$ cat src/rtl/adc_seq_pkg.sv
// Shared types and defaults for the ADC burst sequencer.
package adc_seq_pkg;

    localparam int DATA_W_DEF = 12;
    localparam int IDX_W_DEF  = 8;

    typedef enum logic [2:0] {
        ST_IDLE       = 3'd0,
        ST_START      = 3'd1,
        ST_WAIT_READY = 3'd2,
        ST_WAIT_PERIOD = 3'd3,
        ST_DONE       = 3'd4
    } state_t;

endpackage

$ cat src/rtl/sync_2ff.sv
// Two-flop synchronizer bringing the asynchronous start switch into fpga_clk.
module sync_2ff (
    input  logic clk,
    input  logic rst,
    input  logic d,
    output logic q
);

    logic meta_q, meta_d;
    logic sync_q, sync_d;

    // Next values: plain shift through two stages.
    always_comb begin
        meta_d = d;
        sync_d = meta_q;
    end

    // Synchronizer flops, cleared by the asynchronous reset.
    always_ff @(posedge clk or posedge rst) begin
        if (rst) begin
            meta_q <= 1'b0;
            sync_q <= 1'b0;
        end else begin
            meta_q <= meta_d;
            sync_q <= sync_d;
        end
    end

    assign q = sync_q;

endmodule

$ cat src/rtl/adc_sequencer.sv
// ADC burst sequencer: issues periodic conversion requests to an ADC serial
// driver, captures returned samples and reports overrun/timeout conditions.
// Optional macro ADC_SEQ_TIMEOUT_EN enables the adc_ready timeout watchdog;
// without it WAIT_READY waits indefinitely and timeout_err stays 0.
//
// Handshake: adc_start is a one-cycle request, only issued while adc_busy is
// low; adc_ready is a one-cycle pulse qualifying adc_data and is only honoured
// in WAIT_READY. sample_valid is a one-cycle strobe for sample_out and
// sample_index; there is no backpressure.
module adc_sequencer
    import adc_seq_pkg::*;
#(
    parameter int DATA_W         = DATA_W_DEF,
    parameter int SAMPLE_PERIOD  = 100,
    parameter int BURST_LEN      = 16,
    parameter int IDX_W          = IDX_W_DEF,
    parameter int TIMEOUT_CYCLES = 1024
) (
    input  logic              fpga_clk,
    input  logic              button_rst,
    input  logic              start_switch,
    output logic              adc_start,
    input  logic              adc_busy,
    input  logic              adc_ready,
    input  logic [DATA_W-1:0] adc_data,
    output logic              sample_valid,
    output logic [DATA_W-1:0] sample_out,
    output logic [IDX_W-1:0]  sample_index,
    output logic              burst_done,
    output logic              overrun,
    output logic              timeout_err,
    output logic [2:0]        dbg_state
);

    localparam int PCNT_W = $clog2(SAMPLE_PERIOD + 1);
    localparam int BCNT_W = (BURST_LEN > 0) ? $clog2(BURST_LEN + 1) : 1;

    state_t              state_q, state_d;
    logic                sw_sync;
    logic                sw_prev_q, sw_prev_d;
    logic [PCNT_W-1:0]   pcnt_q, pcnt_d;
    logic [BCNT_W-1:0]   bcnt_q, bcnt_d;
    logic [IDX_W-1:0]    idx_q, idx_d;
    logic                adc_start_q, adc_start_d;
    logic                sample_valid_q, sample_valid_d;
    logic [DATA_W-1:0]   sample_out_q, sample_out_d;
    logic [IDX_W-1:0]    sample_index_q, sample_index_d;
    logic                burst_done_q, burst_done_d;
    logic                overrun_q, overrun_d;
    logic                timeout_q, timeout_d;
    logic                want_issue;
    logic                sw_rise;
    logic                period_done;
    logic                last_sample;
`ifdef ADC_SEQ_TIMEOUT_EN
    localparam int TCNT_W = $clog2(TIMEOUT_CYCLES + 1);
    logic [TCNT_W-1:0]   tcnt_q, tcnt_d;
`endif

    sync_2ff u_sync (
        .clk (fpga_clk),
        .rst (button_rst),
        .d   (start_switch),
        .q   (sw_sync)
    );

    assign sw_rise     = sw_sync & ~sw_prev_q;
    assign period_done = (pcnt_q == '0);
    assign last_sample = (BURST_LEN != 0) && (bcnt_q == BCNT_W'(BURST_LEN - 1));

    // Next-state and output logic; the period counter free-runs down to zero
    // after each adc_start and a conversion is requested via want_issue.
    always_comb begin
        state_d        = state_q;
        sw_prev_d      = sw_sync;
        pcnt_d         = period_done ? pcnt_q : pcnt_q - 1'b1;
        bcnt_d         = bcnt_q;
        idx_d          = idx_q;
        adc_start_d    = 1'b0;
        sample_valid_d = 1'b0;
        sample_out_d   = sample_out_q;
        sample_index_d = sample_index_q;
        burst_done_d   = (state_q == ST_DONE) && sample_valid_q;
        overrun_d      = overrun_q;
        timeout_d      = timeout_q;
        want_issue     = 1'b0;
`ifdef ADC_SEQ_TIMEOUT_EN
        tcnt_d         = tcnt_q;
`endif

        case (state_q)
            ST_IDLE: begin
                if (sw_rise) begin
                    overrun_d  = 1'b0;
                    timeout_d  = 1'b0;
                    bcnt_d     = '0;
                    idx_d      = '0;
                    want_issue = 1'b1;
                end
            end
            ST_START: begin
                if (!sw_sync) begin
                    state_d = ST_IDLE;
                end else begin
                    want_issue = 1'b1;
                end
            end
            ST_WAIT_READY: begin
                if (adc_ready) begin
                    sample_valid_d = 1'b1;
                    sample_out_d   = adc_data;
                    sample_index_d = idx_q;
                    idx_d          = idx_q + 1'b1;
                    bcnt_d         = bcnt_q + 1'b1;
                    if (last_sample) begin
                        state_d = ST_DONE;
                    end else if (!sw_sync) begin
                        state_d = ST_IDLE;
                    end else if (period_done) begin
                        want_issue = 1'b1;
                    end else begin
                        state_d = ST_WAIT_PERIOD;
                    end
                end else begin
                    if (period_done) begin
                        overrun_d = 1'b1;
                    end
`ifdef ADC_SEQ_TIMEOUT_EN
                    if (tcnt_q == TCNT_W'(TIMEOUT_CYCLES - 1)) begin
                        timeout_d = 1'b1;
                        state_d   = ST_IDLE;
                    end else begin
                        tcnt_d = tcnt_q + 1'b1;
                    end
`endif
                end
            end
            ST_WAIT_PERIOD: begin
                if (!sw_sync) begin
                    state_d = ST_IDLE;
                end else if (period_done) begin
                    want_issue = 1'b1;
                end
            end
            ST_DONE: begin
                if (!sw_sync) begin
                    state_d = ST_IDLE;
                end
            end
            default: begin
                state_d = ST_IDLE;
            end
        endcase

        if (want_issue) begin
            if (!adc_busy) begin
                adc_start_d = 1'b1;
                pcnt_d      = PCNT_W'(SAMPLE_PERIOD - 1);
                state_d     = ST_WAIT_READY;
`ifdef ADC_SEQ_TIMEOUT_EN
                tcnt_d      = '0;
`endif
            end else begin
                state_d = ST_START;
            end
        end
    end

    // State, counters and registered outputs; reset discards any pending sample.
    always_ff @(posedge fpga_clk or posedge button_rst) begin
        if (button_rst) begin
            state_q        <= ST_IDLE;
            sw_prev_q      <= 1'b0;
            pcnt_q         <= '0;
            bcnt_q         <= '0;
            idx_q          <= '0;
            adc_start_q    <= 1'b0;
            sample_valid_q <= 1'b0;
            sample_out_q   <= '0;
            sample_index_q <= '0;
            burst_done_q   <= 1'b0;
            overrun_q      <= 1'b0;
            timeout_q      <= 1'b0;
`ifdef ADC_SEQ_TIMEOUT_EN
            tcnt_q         <= '0;
`endif
        end else begin
            state_q        <= state_d;
            sw_prev_q      <= sw_prev_d;
            pcnt_q         <= pcnt_d;
            bcnt_q         <= bcnt_d;
            idx_q          <= idx_d;
            adc_start_q    <= adc_start_d;
            sample_valid_q <= sample_valid_d;
            sample_out_q   <= sample_out_d;
            sample_index_q <= sample_index_d;
            burst_done_q   <= burst_done_d;
            overrun_q      <= overrun_d;
            timeout_q      <= timeout_d;
`ifdef ADC_SEQ_TIMEOUT_EN
            tcnt_q         <= tcnt_d;
`endif
        end
    end

    assign adc_start    = adc_start_q;
    assign sample_valid = sample_valid_q;
    assign sample_out   = sample_out_q;
    assign sample_index = sample_index_q;
    assign burst_done   = burst_done_q;
    assign overrun      = overrun_q;
    assign timeout_err  = timeout_q;
    assign dbg_state    = state_q;

endmodule

$ cat config.mk
export PLATFORM = sky130hd
export DESIGN_NAME = adc_sequencer
export DESIGN_NICKNAME = d
export VERILOG_FILES = /design/src/rtl/adc_seq_pkg.sv /design/src/rtl/sync_2ff.sv /design/src/rtl/adc_sequencer.sv
export SDC_FILE = /design/constraint.sdc
export NUM_CORES = 1
export LEC_CHECK = 0
export BUFFER_PORTS_ARGS = -buffer_cell sky130_fd_sc_hd__buf_2
export CAP_MARGIN = 40
export CORE_MARGIN = 5
export CORE_UTILIZATION = 30
export DETAILED_ROUTE_END_ITERATION = 8
export GPL_TIMING_DRIVEN = 0
export HOLD_SLACK_MARGIN = 0.02
export SYNTH_ARGS = -nofsm -noshare
export SYNTH_HDL_FRONTEND = slang
export SYNTH_SLANG_ARGS = --single-unit
$ cat constraint.sdc
create_clock -name fpga_clk -period 5.45 [get_ports fpga_clk]
set_input_delay 0.2725 -clock fpga_clk [delete_from_list [all_inputs] [get_ports fpga_clk]]
set_output_delay 0.2725 -clock fpga_clk [all_outputs]
set_load 0.02 [all_outputs]
## After elaboration in Yosys (flattened, before gate mapping)

Cells that the tools add are included.

- Bits in registers: 50
- Input bits: 17

- Add/sub/neg operators: 3
- Equality and inequality tests: 13
- Muxes and demuxes: 32
- Bitwise logic cells: 2
- Reductions and logical operators: 9

Operator list:

| cell | number |
|---|---|
| $mux W7 | 3 |
| $mux W3 | 6 |
| $mux W8 | 2 |
| $pmux W8 S2 | 1 |
| $mux W1 | 13 |
| $mux W5 | 2 |
| $ne A2 B2 Y1 const B | 5 |
| $pmux W5 S2 | 1 |
| $pmux W3 S3 | 1 |
| $add A8 B1 Y8 const B | 1 |
| $reduce_and A4 Y1 | 2 |
| $logic_not A7 Y1 | 1 |
| $sub A7 B1 Y7 const B | 1 |
| $eq A3 B2 Y1 const B | 2 |
| $ne A3 B3 Y1 const B | 2 |
| $add A5 B1 Y5 const B | 1 |
| $eq A5 B4 Y1 const B | 1 |
| $ne A5 B5 Y1 const B | 1 |
| $pmux W1 S4 | 1 |
| $eq A3 B1 Y1 const B | 1 |
| $eq A3 B3 Y1 const B | 1 |
| $logic_not A3 Y1 | 1 |
| $reduce_and A3 Y1 | 1 |
| $reduce_or A3 Y1 | 1 |
| 7 further kinds | 7 |

## Logic depth before layout (Yosys ltp)

Gate-level depths: netlist of run 1.

- Word-level depth: 8
- Mapped depth: 8

## Cells and area by module

A second synthesis of run 1 with hierarchy kept.

- Cell total of the unflattened synthesis: 235
- Area, all modules: 2,255.9 sq um

Modules (own cells, without submodules):

| module | instances | cells each | area each (sq um) |
|---|---|---|---|
| adc_sequencer | 1 | 232 | 2,202.1 |
| sync_2ff | 1 | 3 | 53.8 |

## Worst setup path after synthesis of run 1

No wires, ideal clock.

- Path kind: reg-to-reg
- From: register bcnt_q[0]
- To: register pcnt_q[2]
- Setup time: 129 ps
- Arrival: 1,641 ps
- Setup slack: 3,680 ps
- Cell stages (with the launch flop): 9
- Path buffers: 0
- Cell sequence: dfrtp_1 > ha_1 > and3_1 > ha_1 > nand2b_1 > a31oi_4 > nand3_1 > inv_2 > nor3_1

- Longest elaborated chain between the ends: 5

Ends and longest elaborated chain:

| element | RTL line | source |
|---|---|---|
| start, declared | adc_sequencer.sv:42 | `logic [BCNT_W-1:0] bcnt_q, bcnt_d;` |
| start signal, assigned | adc_sequencer.sv:191 | `bcnt_q <= bcnt_d;` |
| $eq A5 B4 Y1 | adc_sequencer.sv:69 | `assign last_sample = (BURST_LEN != 0) && (bcnt_q == BCNT_W'(BURST_LEN - 1));` |
| $mux W1 | adc_sequencer.sv:115 | `if (last_sample) begin` |
| $mux W1 | adc_sequencer.sv:109 | `if (adc_ready) begin` |
| $pmux W1 S4 | adc_sequencer.sv:91 | `case (state_q)` |
| $mux W7 | adc_sequencer.sv:155 | `if (want_issue) begin` |
| net pcnt_d[2] | adc_sequencer.sv:41 | `logic [PCNT_W-1:0] pcnt_q, pcnt_d;` |
| end signal, assigned | adc_sequencer.sv:190 | `pcnt_q <= pcnt_d;` |
| end, declared | adc_sequencer.sv:41 |  |

The timed path passes the listed nets, and every way through them passes these cells.
A chain may end at the register's enable or synchronous reset.

## Worst setup path after layout of run 1

Ends and elaborated chain as after synthesis.

==> results of run 1 <==
[sequential cells by signal, indices dropped and copies added, names as in the netlist]
| register | count |
|---|---|
| sample_out | 12 |
| idx_q | 8 |
| sample_index | 8 |
| pcnt_q | 7 |
| bcnt_q | 5 |
| dbg_state | 3 |
| adc_start | 1 |
| burst_done | 1 |
| overrun | 1 |
| sample_valid | 1 |
| sw_prev_q | 1 |
| u_sync.meta_q | 1 |
| u_sync.q | 1 |
[worst reg2reg max path, cell delays in order (launching register included)]
cell and delay (ns):
dfrtp_1 0.42, ha_1 0.23, and3_1 0.19, ha_1 0.21, nand2b_1 0.18, a31oi_4 0.20, nand3_1 0.18, inv_2 0.16
nor3_1 0.07
[worst paths after layout]
| kind | startpoint | to |
|---|---|---|
| setup / recovery | bcnt_q[0] | pcnt_q[2] |
| hold reg to reg | u_sync.meta_q | u_sync.q |
| min in group asynchronous | button_rst | sample_out[11] |
| setup reg to reg | bcnt_q[0] | pcnt_q[2] |
| hold / removal | start_switch | u_sync.meta_q |
| max in group asynchronous | button_rst | sample_out[0] |
[cells by family after synthesis]
family          count (synthesis)
simple gates                  119
flops                          50
compound gates                 32
buf+inv                        18
xor+xnor                        6
fa+ha+maj                       5
other cells                     1
mux                             1
[cell usage after synthesis (3+ instances only)]
cell type,number,share of area
a21oi_1,6,0.013
and2_1,3,0.0084
buf_2,5,0.011
clkbuf_1,3,0.0050
dfrtp_1,50,0.56
ha_1,5,0.028
inv_1,6,0.010
nand2_1,74,0.12
nand2b_1,4,0.011
nand3_1,4,0.0089
nor2_1,8,0.013
nor3_1,7,0.016
o21ai_1,12,0.027
xor2_1,4,0.016
[power by group through the flow]
stage	Combinational (mW)	Sequential (mW)	Clock, mW
floorplan	0.299	0.663	0
global placement	0.520	0.591	0
detailed placement	0.536	0.595	0
CTS	0.536	0.590	0.271
global route	0.599	0.609	0.284
finish	0.524	0.591	0.258
[repair_timing]
| action | in CTS | in global routing |
|---|---|---|
| setup endpoints to repair | 0 | 0 |
| buffers inserted | 0 | 0 |
| resized for setup | 0 | 0 |
| hold buffers | 1 | 0 |
| endpoints found under the hold margin | 18 | 0 |
[final cells by class]
type	count	area share
clock buffer	7	0.0280
tap	99	0.0455
buffer	10	0.0174
multi-input combinational	164	0.337
clock inverter	1	0.0110
sequential	50	0.459
timing repair buffer	46	0.0914
inverter	8	0.0110
[metal layers]
layer,part of all wire,vias up,GRT usage
li1,-,882,-
met3,0.040,7,0.0240
met1,0.45,836,0.146
met4,0.019,0,0.0491
met2,0.49,38,0.190
met5,0,-,0
==> impl_summary.txt, run 1 <==
----------------------------------------------------
[Floorplanning]
  Row count ... 31
  Die Footprint ... 9320 um2
  Top Ports ... 45
  Height of the die ... 96.5 um
  Initial Util ... 0.310
  Floorplan Core Area ... 7250 um2
  Horiz. Die Dim ... 96.5 um

[Worst setup path]
  Critical path class ... reg -> reg
  Crit. End Element ... register
  Critical path startpoint category ... register
  Delay contributed by the slowest stage of the critical path ... 0.42 ns
  Most common cell on crit path ... ha_1
  Data arrival at the endpoint of the critical path ... 2.15 ns
  CP cell instances ... ha_1 > and3_1 > ha_1 > nand2b_1 > a31oi_4 > nand3_1 > inv_2 > nor3_1
  Logic depth of the worst setup path including buffers ... 8
  Minimum setup slack among reg-to-reg paths ... 3.49 ns
  Master of the slowest instance on the critical path ... dfrtp_1
  Buffers and inverters on the worst path ... 1
  Required time of the critical path ... 5.64 ns
  Number of cell instances on the worst register-to-register path ... 8
  Worst-path maximum fanout ... 6
  Crit path max-delay family ... simple AND/OR/NAND/NOR gates

[Pwr]
  Post-route total power ... 1.37 mW
  Fraction of power consumed by sequential logic ... 0.431
  Switching power summed over all nets ... 0.545 mW
  Power density over the cells ... 504 nW/um2
  Relative contribution of the clock network to total power ... 0.188
  Switching part of the total ... 0.397
  Design internal power ... 0.828 mW
  Combinational share of power ... 0.382
  Static leakage power ... 1.38 nW
  Peak VDD IR ... 119 uV

[Placed design]
  Placed insts ... 376
  Detailed placement HPWL ... 3470 um
  Final RePlAce weighted congestion ... 0.810
  Post-placement cell area ... 2610 um2
  Total of buffers placed on input and output ports ... 43
  Worst setup slack after placement ... 3.47 ns

[Route]
  Final routed wire length divided by cell count ... 12.5 um
  Mean number of vias per cell ... 4.58
  1st-pass router iterations ... 4
  Number of DRC markers in iteration 0 ... 77
  Antenna-violating nets left ... 0
  Routed Wire Length ... 4820 um
  Vias after detailed routing ... 1,763
  Residual DRC ... 0

[Synth]
  Compound-Gate Fraction of Synth Area ... 0.0958
  Avg Inst Size Synth ... 9.68 um2
  Xor/xnor cell area share of the yosys netlist ... 0.0234
  Post-Synthesis Net Count ... 254
  Post-Synth Adder-Cell Area ... 0.0279
  Total number of yosys warnings ... 0
  Synth Area in Simple Gates ... 0.255
  Dominant synthesized flop cell ... dfrtp_1
  Portion of netlist area occupied by mux cells ... 0.00446
  Dominant combinational cell family by area after synthesis ... simple AND/OR/NAND/NOR gates
  Post-synthesis sequential element count ... 50
  Mapped Area ... 2250 um2
  Share of the yosys chip area belonging to registers ... 0.557
  Unique masters post-synth ... 47
  Share of flip-flops with an asynchronous set or reset after synthesis ... 1.00
  Number of cells produced by synthesis ... 232
  Number of synthesized flops with an enable pin ... 0

[Cells and area]
  Share of post-route cells with drive strength above 1 ... 0.227
  Total inserted antenna cells ... 0
  Count of placed standard cells in the final layout, fillers left out ... 385
  Count of fill cells added during filler insertion ... 759
  Nets ... 307
  Area of the multi-input gates ... 917 um2
  Footprint of the flip-flops and latches ... 1250 um2
  Fraction of the core area covered by cells at the end of the flow ... 0.376
  Final design area excluding fillers ... 2730 um2
  Synth-to-Final Area Change ... 21.3%
  Highest-count cells in the layout ignoring fill and taps ... nand2_1 (74), dfrtp_1 (50), buf_2 (48)
  Most common cell after layout, fill and taps aside ... nand2_1

[Status]
  Run status ... finished clean

[STA]
  Worst clock skew on the final layout ... 0.00797 ns
  Hold Violations, Final ... 0
  Setup_tns ... 0 ns
  Post-route minimum period ... 1.96 ns
  WHS ... 0.0672 ns
  Post-route setup slack ... 3.49 ns
  Slew of the pin with the lowest slew margin ... 0.515 ns
  Count of endpoints failing setup in the final report ... 0
  Max-slew headroom ... 0.653
  Total count of max-transition violations in the final report ... 0
  Post-route clock period utilization ... 0.360
  Unrepaired setup endpoints after global routing ... no
  Highest Clock Rate ... 510 MHz

[Clock network]
  Clock-pin slew of the registers on the worst-case setup and hold paths ... 0.09 ns
  Insertion delay of the later-clocked pin in the worst-skew pair ... 0.30 ns
  CTS tree ... yes
  Inserted Clock Buffers ... 5
  Max H-tree Level ... 2
  Deepest clock path buffer count ... 2
  Sinks on Clock Net ... 50
  Clock Tree Root ... clkbuf_8

[Global route]
  Antenna violations before repair ... 0
  Grt total ovfl ... 0
  Largest net degree at the start of global routing ... 33
  Overall fraction of global-route tracks in use ... 0.115
  Wire length of the first global-routing pass ... 8280 um
  Vias in the first global route ... 1,695

[Min path]
  Hold Path Depth ... 1
  Hold/Removal Path Class ... in -> reg

[Job]
  Max-capacitance violation count ... 0

----------------------------------------------------
Power figures use the tool's default switching activity.
==> inputs of run 2 (changes only) <==
Settings changed: ABC_AREA set to 1.
Clock period 5.45 ns to 1.65 ns, I/O delays scaled along.
==> run 2 against run 1 <==
Effect of this change: power rose to 3.2 times the previous value; non-clock buffer count up 14; count of clock-buffer cells in the layout down 2; clock skew up 0.00065 ns; routed wire length up 2.0%.
==> impl_summary.txt, run 2 <==
----------------------------------------------------
[Cells and area]
  Most common cell after layout, fill and taps aside ... nand2_1
  Area of the multi-input gates ... 957 um2 (+4.4%)
  Total inserted antenna cells ... 0 (unchanged)
  Max FFs per register ... 12 (unchanged)
  Fraction of the core area covered by cells at the end of the flow ... 0.393 (+0.0176)
  Share of post-route cells with drive strength above 1 ... 0.281 (+0.0538)
  Nets ... 359 (+17%)
  Footprint of the flip-flops and latches ... 1250 um2 (unchanged)
  Count of fill cells added during filler insertion ... 772 (+1.7%)
  Synth-to-Final Area Change ... 29.0%
  Final design area excluding fillers ... 3010 um2 (+10%)
  Highest-count cells in the layout ignoring fill and taps ... nand2_1 (78), dfrtp_1 (50), buf_2 (46)

[Synth]
  Most common cell in the synthesized netlist ... nand2_1
  Most area-hungry cell type in the Yosys netlist ... dfrtp_1
  Commonest cells in the synthesized netlist ... nand2_1 (80), dfrtp_1 (50), inv_1 (27)
  Post-Synthesis Net Count ... 289 (+14%)
  Total number of yosys warnings ... 0 (unchanged)
  Area share of the leading cell type in the synthesized netlist ... 0.536 (-0.0206)
  Number of cells produced by synthesis ... 267 (+15%)
  Mapped Area ... 2330 um2 (+3.8%)
  Post-synthesis sequential element count ... 50 (unchanged)
  Share of flip-flops with an asynchronous set or reset after synthesis ... 1.00 (unchanged)
  Unique masters post-synth ... 28 (-40%)
  Share of the yosys chip area belonging to registers ... 0.536 (-0.0206)
  Dominant synthesized flop cell ... dfrtp_1
  Number of synthesized flops with an enable pin ... 0 (unchanged)
  Synth area leaders ... dfrtp_1 (54%), nand2_1 (13%), inv_1 (4.3%)
  Avg Inst Size Synth ... 8.73 um2 (-9.8%)

[Floorplanning]
  Top Ports ... 45 (unchanged)
  Die Footprint ... 9640 um2 (+3.4%)
  Horiz. Die Dim ... 98.2 um (+1.7%)
  Height of the die ... 98.2 um (+1.7%)
  Row count ... 32 (+3.2%)
  Floorplan Core Area ... 7650 um2 (+5.4%)
  Initial Util ... 0.305 (-0.00467)

[Placed design]
  Total of buffers placed on input and output ports ... 43 (unchanged)
  Post-placement cell area ... 2700 um2 (+3.3%)
  Final RePlAce weighted congestion ... 0.788 (-2.7%)
  Detailed placement HPWL ... 3390 um (-2.4%)

[Pwr]
  Peak VDD IR ... 650 uV (+450%)
  Fraction of power consumed by sequential logic ... 0.407 (-0.024)
  Switching power summed over all nets ... 1.81 mW (+230%)
  Switching part of the total ... 0.414 (+0.0176)
  Relative contribution of the clock network to total power ... 0.165 (-0.023)
  Power density over the cells ... 1450 nW/um2 (+190%)
  Post-route total power ... 4.37 mW (+220%)
  Design internal power ... 2.56 mW (+210%)
  Static leakage power ... 1.58 nW (+15%)
  Combinational share of power ... 0.428 (+0.046)

[Worst setup path]
  Reg2Reg Launch Point ... bcnt_q[0]
  R2r endpoint ... dbg_state[1]
  Worst setup path endpoint ... dbg_state[1]
  Data arrival at the endpoint of the critical path ... 1.82 ns (-0.33 ns)
  Critical path startpoint category ... register
  Required time of the critical path ... 1.84 ns (-3.80 ns)
  Minimum setup slack among reg-to-reg paths ... 0.02 ns (-3.47 ns)
  Crit. End Element ... register
  Crit. Startpoint ... bcnt_q[0]
  Number of cell instances on the worst register-to-register path ... 13 (+5)
  Worst-path maximum fanout ... 8 (+2)
  Critical path class ... reg -> reg

[Global route]
  Wire length of the first global-routing pass ... 8490 um (+2.6%)
  Antenna violations before repair ... 0 (unchanged)
  Vias in the first global route ... 1,855 (+9.4%)
  Overall fraction of global-route tracks in use ... 0.106 (-0.00925)
  Grt total ovfl ... 0 (unchanged)
  Largest net degree at the start of global routing ... 35 (+6.1%)

[Clock network]
  Insertion delay of the later-clocked pin in the worst-skew pair ... 0.30 ns (about the same)
  Clock-pin slew of the registers on the worst-case setup and hold paths ... 0.09 ns (about the same)
  Sinks on Clock Net ... 50 (unchanged)
  CTS tree ... yes
  Clock Tree Root ... clkbuf_8
  Inserted Clock Buffers ... 5 (unchanged)
  Deepest clock path buffer count ... 2 (unchanged)
  Max H-tree Level ... 2 (unchanged)

[Route]
  Number of DRC markers in iteration 0 ... 95 (+23%)
  Routed Wire Length ... 4920 um (+2.0%)
  Top routing layer in use ... met4
  Mean number of vias per cell ... 4.36 (-4.8%)
  Antenna-violating nets left ... 0 (unchanged)
  Residual DRC ... 0 (unchanged)
  Vias after detailed routing ... 1,918 (+8.8%)
  Routed length on met3 ... 185 um (-4.6%)
  1st-pass router iterations ... 4 (unchanged)
  Final routed wire length divided by cell count ... 11.2 um (-11%)
  Wire length the detailed router placed on met1 ... 2300 um (+6.0%)
  Met2 Routed Length ... 2380 um (+0.80%)

[Job]
  Max-capacitance violation count ... 0 (unchanged)

[STA]
  Total count of max-transition violations in the final report ... 0 (unchanged)
  Setup_tns ... 0 ns (unchanged)
  Worst clock skew on the final layout ... 0.00862 ns (+0.000651 ns)
  Highest Clock Rate ... 614 MHz (+20%)
  Count of endpoints failing setup in the final report ... 0 (unchanged)
  Post-route minimum period ... 1.63 ns (-0.332 ns)
  Post-route clock period utilization ... 0.986 (+0.627)
  Hold Violations, Final ... 0 (unchanged)
  Unrepaired setup endpoints after global routing ... yes

[Min path]
  Hold/Removal Path Class ... in -> reg

[Status]
  Run status ... finished clean

----------------------------------------------------
-- run 2: cell count changes after synthesis, moves of 5 or more --
cell | before | now
o21ai_1 | 12 | 6
inv_1 | 6 | 27
nand2_4 | 0 | 5
nor2_1 | 8 | 17
nor3_1 | 7 | 2
nand2_1 | 74 | 80
o21ai_0 | 2 | 15
nand3_1 | 4 | 18
-- run 2: cell type report --
cell class	instances	area share
buffer	7	0.0162
clock buffer	5	0.0229
clock inverter	3	0.00707
inverter	31	0.0387
multi-input combinational	179	0.318
sequential	50	0.416
tap	102	0.0424
timing repair buffer	63	0.139
-- run 2: layer usage --
layer	vias up	track usage
met5	-	0
met4	0	0.0284
met3	5	0.0264
met2	32	0.181
met1	899	0.134
li1	982	-
-- run 2: cell families after synthesis --
logic type      after synthesis  synth area share
flops                        50             0.536
fa+ha+maj                     5            0.0268
other cells                   1           0.00161
compound gates               32            0.0719
xor+xnor                      3            0.0113
simple gates                138             0.281
buf+inv                      38            0.0708
-- run 2: worst min-delay path by stage --
stage / from / endpoint / slack, ns / cells past startpoint
floorplan: start_switch / u_sync.meta_q / 0.11 / 0
global placement: start_switch / u_sync.meta_q / 0.19 / 1
detailed placement: button_rst / dbg_state[0] / 0.09 / 2
CTS: adc_busy / dbg_state[0] / 0.07 / 5
global route: adc_busy / dbg_state[0] / 0.08 / 5
finish: adc_busy / dbg_state[0] / 0.08 / 5
-- run 2: power by group through the flow --
stage          combinational (mW)  sequential, mW  clock [mW]
6_report                     1.87            1.78       0.719
5_1_grt                      2.11            1.83       0.793
4_1_cts                      1.82            1.78       0.756
3_5_place_dp                 1.75            1.80           0
3_3_place_gp                 1.70            1.80           0
2_1_floorplan                1.04            2.02           0
-- run 2: repair_timing --
action | in CTS | in global routing
buffers inserted | 2 | 3
endpoints found under the hold margin | 29 | 0
setup endpoints to repair | 10 | 11
hold buffers | 14 | 0
gates resized for setup | 8 | 6
pin swaps | 7 | 9
-- run 2: worst max-delay path: stages, from the launching register on --
cell,delay [ns]
dfrtp_1,0.37
ha_2,0.20
nand2_2,0.06
nor2_2,0.09
ha_2,0.19
inv_2,0.04
a21oi_2,0.13
nor2_2,0.06
nand2_4,0.07
nand2_4,0.07
nand2_8,0.09
nand2_2,0.04
nand2_1,0.05
nand2_1,0.05
-- run 2: per-stage QoR --
step | setup WS [ns] | std cells | hold WS (ns)
2_1_floorplan | 0.0622 | 267 | 0.114
3_5_place_dp | -0.0598 | 413 | 0.0893
3_3_place_gp | -0.356 | 412 | 0.190
4_1_cts | -0.0254 | 437 | 0.0675
5_1_grt | -0.111 | 440 | 0.0813
6_report | 0.0226 | 440 | 0.0760
==> inputs of run 3 (changes only) <==
Settings changed: CELL_PAD_IN_SITES_DETAIL_PLACEMENT set to 0, CELL_PAD_IN_SITES_GLOBAL_PLACEMENT set to 1, PLACE_DENSITY_LB_ADDON set to 0.1.
==> run 3 against run 2 <==
Effect of this change: sequential power is essentially flat; critical path depth is the same; final cell count is the same; count of clock-buffer cells in the layout grew 1; clock skew is essentially flat; via count shrank 2.1%; power grew 2.9%; critical path type unchanged; critical endpoint unchanged.
==> impl_summary.txt, run 3 (synthesis gave the netlist of run 2 again) <==
----------------------------------------------------
[STA]
  Unrepaired setup endpoints after global routing ... yes
  Post-route minimum period ... 1.62 ns (-0.0101 ns)
  Worst clock skew on the final layout ... 0.00830 ns (-0.000317 ns)
  Post-route setup slack ... 0.0327 ns (+0.0101 ns)
  Hold Violations, Final ... 0 (unchanged)
  Highest Clock Rate ... 618 MHz (+0.63%)
  Total count of max-transition violations in the final report ... 0 (unchanged)
  Post-route clock period utilization ... 0.980 (-0.00613)
  Count of endpoints failing setup in the final report ... 0 (unchanged)

[Pwr]
  Power density over the cells ... 1490 nW/um2 (+2.5%)
  Static leakage power ... 1.59 nW (+0.31%)
  Peak VDD IR ... 731 uV (+13%)

[Route]
  Top routing layer in use ... met4
  Routed length on met3 ... 254 um (+37%)
  Residual DRC ... 0 (unchanged)
  Met2 Routed Length ... 2370 um (-0.55%)
  Number of DRC markers in iteration 0 ... 35 (-63%)
  Routed Wire Length ... 5150 um (+4.8%)
  Wire length the detailed router placed on met1 ... 2450 um (+6.4%)
  Final routed wire length divided by cell count ... 11.7 um (+4.8%)
  Mean number of vias per cell ... 4.27 (-2.1%)
  Antenna-violating nets left ... 0 (unchanged)
  Vias after detailed routing ... 1,878 (-2.1%)
  1st-pass router iterations ... 4 (unchanged)

[Worst setup path]
  Data arrival at the endpoint of the critical path ... 1.81 ns (about the same)
  Delay contributed by the slowest stage of the critical path ... 0.37 ns (about the same)
  Crit. End Element ... register
  Master of the slowest instance on the critical path ... dfrtp_1
  CP cell instances ... ha_2 > nand2_2 > nor2_2 > ha_2 > inv_2 > a21oi_2 > nor2_2 > nand2_4 > nand2_4 > nand2_8 > nand2_2 > nand2_1 > nand2_1
  Critical path startpoint category ... register
  Worst-path maximum fanout ... 8 (unchanged)
  Required time of the critical path ... 1.84 ns (about the same)
  Critical path class ... reg -> reg

[Floorplanning]
  Height of the die ... 98.2 um (unchanged)
  Initial Util ... 0.305 (unchanged)
  Floorplan Core Area ... 7650 um2 (unchanged)
  Horiz. Die Dim ... 98.2 um (unchanged)
  Die Footprint ... 9640 um2 (unchanged)
  Row count ... 32 (unchanged)
  Top Ports ... 45 (unchanged)

[Global route]
  Overall fraction of global-route tracks in use ... 0.114 (+0.00789)
  Grt total ovfl ... 0 (unchanged)
  Largest net degree at the start of global routing ... 30 (-14%)
  Vias in the first global route ... 1,919 (+3.5%)
  Wire length of the first global-routing pass ... 8990 um (+5.9%)
  Antenna violations before repair ... 0 (unchanged)

[Placed design]
  Total of buffers placed on input and output ports ... 43 (unchanged)
  Worst setup slack after placement ... -0.0910 ns (-0.0312 ns)
  Final RePlAce weighted congestion ... 0.739 (-6.2%)
  Placed insts ... 413 (unchanged)
  Detailed placement HPWL ... 3510 um (+3.6%)

[Clock network]
  Insertion delay of the later-clocked pin in the worst-skew pair ... 0.30 ns (about the same)
  Max H-tree Level ... 2 (unchanged)
  Clock Tree Root ... clkbuf_8
  Sinks on Clock Net ... 50 (unchanged)
  Deepest clock path buffer count ... 2 (unchanged)
  Clock-pin slew of the registers on the worst-case setup and hold paths ... 0.09 ns (about the same)
  Inserted Clock Buffers ... 5 (unchanged)
  CTS tree ... yes

[Cells and area]
  Share of post-route cells with drive strength above 1 ... 0.278 (-0.00296)
  Count of fill cells added during filler insertion ... 772 (unchanged)
  Synth-to-Final Area Change ... 29.6%
  Max FFs per register ... 12 (unchanged)
  Most common cell after layout, fill and taps aside ... nand2_1
  Nets ... 359 (unchanged)
  Highest-count cells in the layout ignoring fill and taps ... nand2_1 (79), dfrtp_1 (50), buf_2 (46)
  Count of placed standard cells in the final layout, fillers left out ... 440 (unchanged)
  Total inserted antenna cells ... 0 (unchanged)

[Min path]
  Hold/Removal Path Class ... in -> reg

[Status]
  Run status ... finished clean

[Job]
  Max-capacitance violation count ... 0 (unchanged)

----------------------------------------------------
run 3: area by class of cell:
type | instances | area [um2] | area share
plain buffers | 7 | 48.8 | 0.0161
repair buffers | 63 | 413 | 0.137
multi-input cells | 179 | 955 | 0.316
clock buffers | 6 | 72.6 | 0.0240
inverters | 31 | 116 | 0.0385
well taps | 102 | 128 | 0.0422
clock inverters | 2 | 37.5 | 0.0124
flip-flops and latches | 50 | 1250 | 0.414
run 3: worst max-delay path, delay by kind of cell, from the launching register on:
family / cells / cell delay (ns)
AOI/OAI and AO/OA: 1 / 0.12
adders and majority gates: 2 / 0.37
buffers and inverters: 1 / 0.04
DFF: 1 / 0.37
and+or+nand+nor: 9 / 0.59
run 3: path summary, 6_finish.rpt:
path / start / to / slack [ns] / cells past startpoint
max reg2reg: bcnt_q[1] / dbg_state[1] / 0.03 / 13
min in group asynchronous: button_rst / sample_out[6] / 0.35 / 3
max in group asynchronous: button_rst / pcnt_q[0] / 0.76 / 4
min: adc_busy / dbg_state[0] / 0.09 / 5
max: bcnt_q[1] / dbg_state[1] / 0.03 / 13
min reg2reg: u_sync.meta_q / u_sync.q / 0.36 / 0
run 3: power breakdown:
group          internal [mW]  switching [mW]  total [mW]  leakage (nW)
combinational          0.692            1.16        1.85         0.888
sequential              1.55           0.230        1.78         0.648
clock                  0.453           0.413       0.866        0.0514
total                   2.70            1.80        4.50          1.59
run 3: metrics by stage:
stage	instance area (um2)	hold WS, ns	power [mW]	setup TNS, ns	util
after global placement	2680	0.192	3.54	-22.40	0.350
final	3020	0.0869	4.50	0	0.395
after floorplan	2330	0.114	3.07	0	-
after global routing	3020	0.120	4.86	-0.624	0.395
after detailed placement	2700	0.139	3.55	-0.451	0.352
after CTS	2990	0.0799	4.53	-0.0335	0.390
run 3: layer usage:
| metal | GRT usage | up-vias |
|---|---|---|
| met5 | 0 | - |
| met2 | 0.187 | 34 |
| met4 | 0.0378 | 0 |
| met3 | 0.0300 | 5 |
| li1 | - | 984 |
| met1 | 0.145 | 855 |
run 3: repair_timing:
item                                   CTS  global route
endpoints found under the hold margin   34             0
hold buffers                            14             0
setup endpoints to repair               11            11
pin swaps                                7             3
buffers inserted                         2             3
resized for setup                        9             4
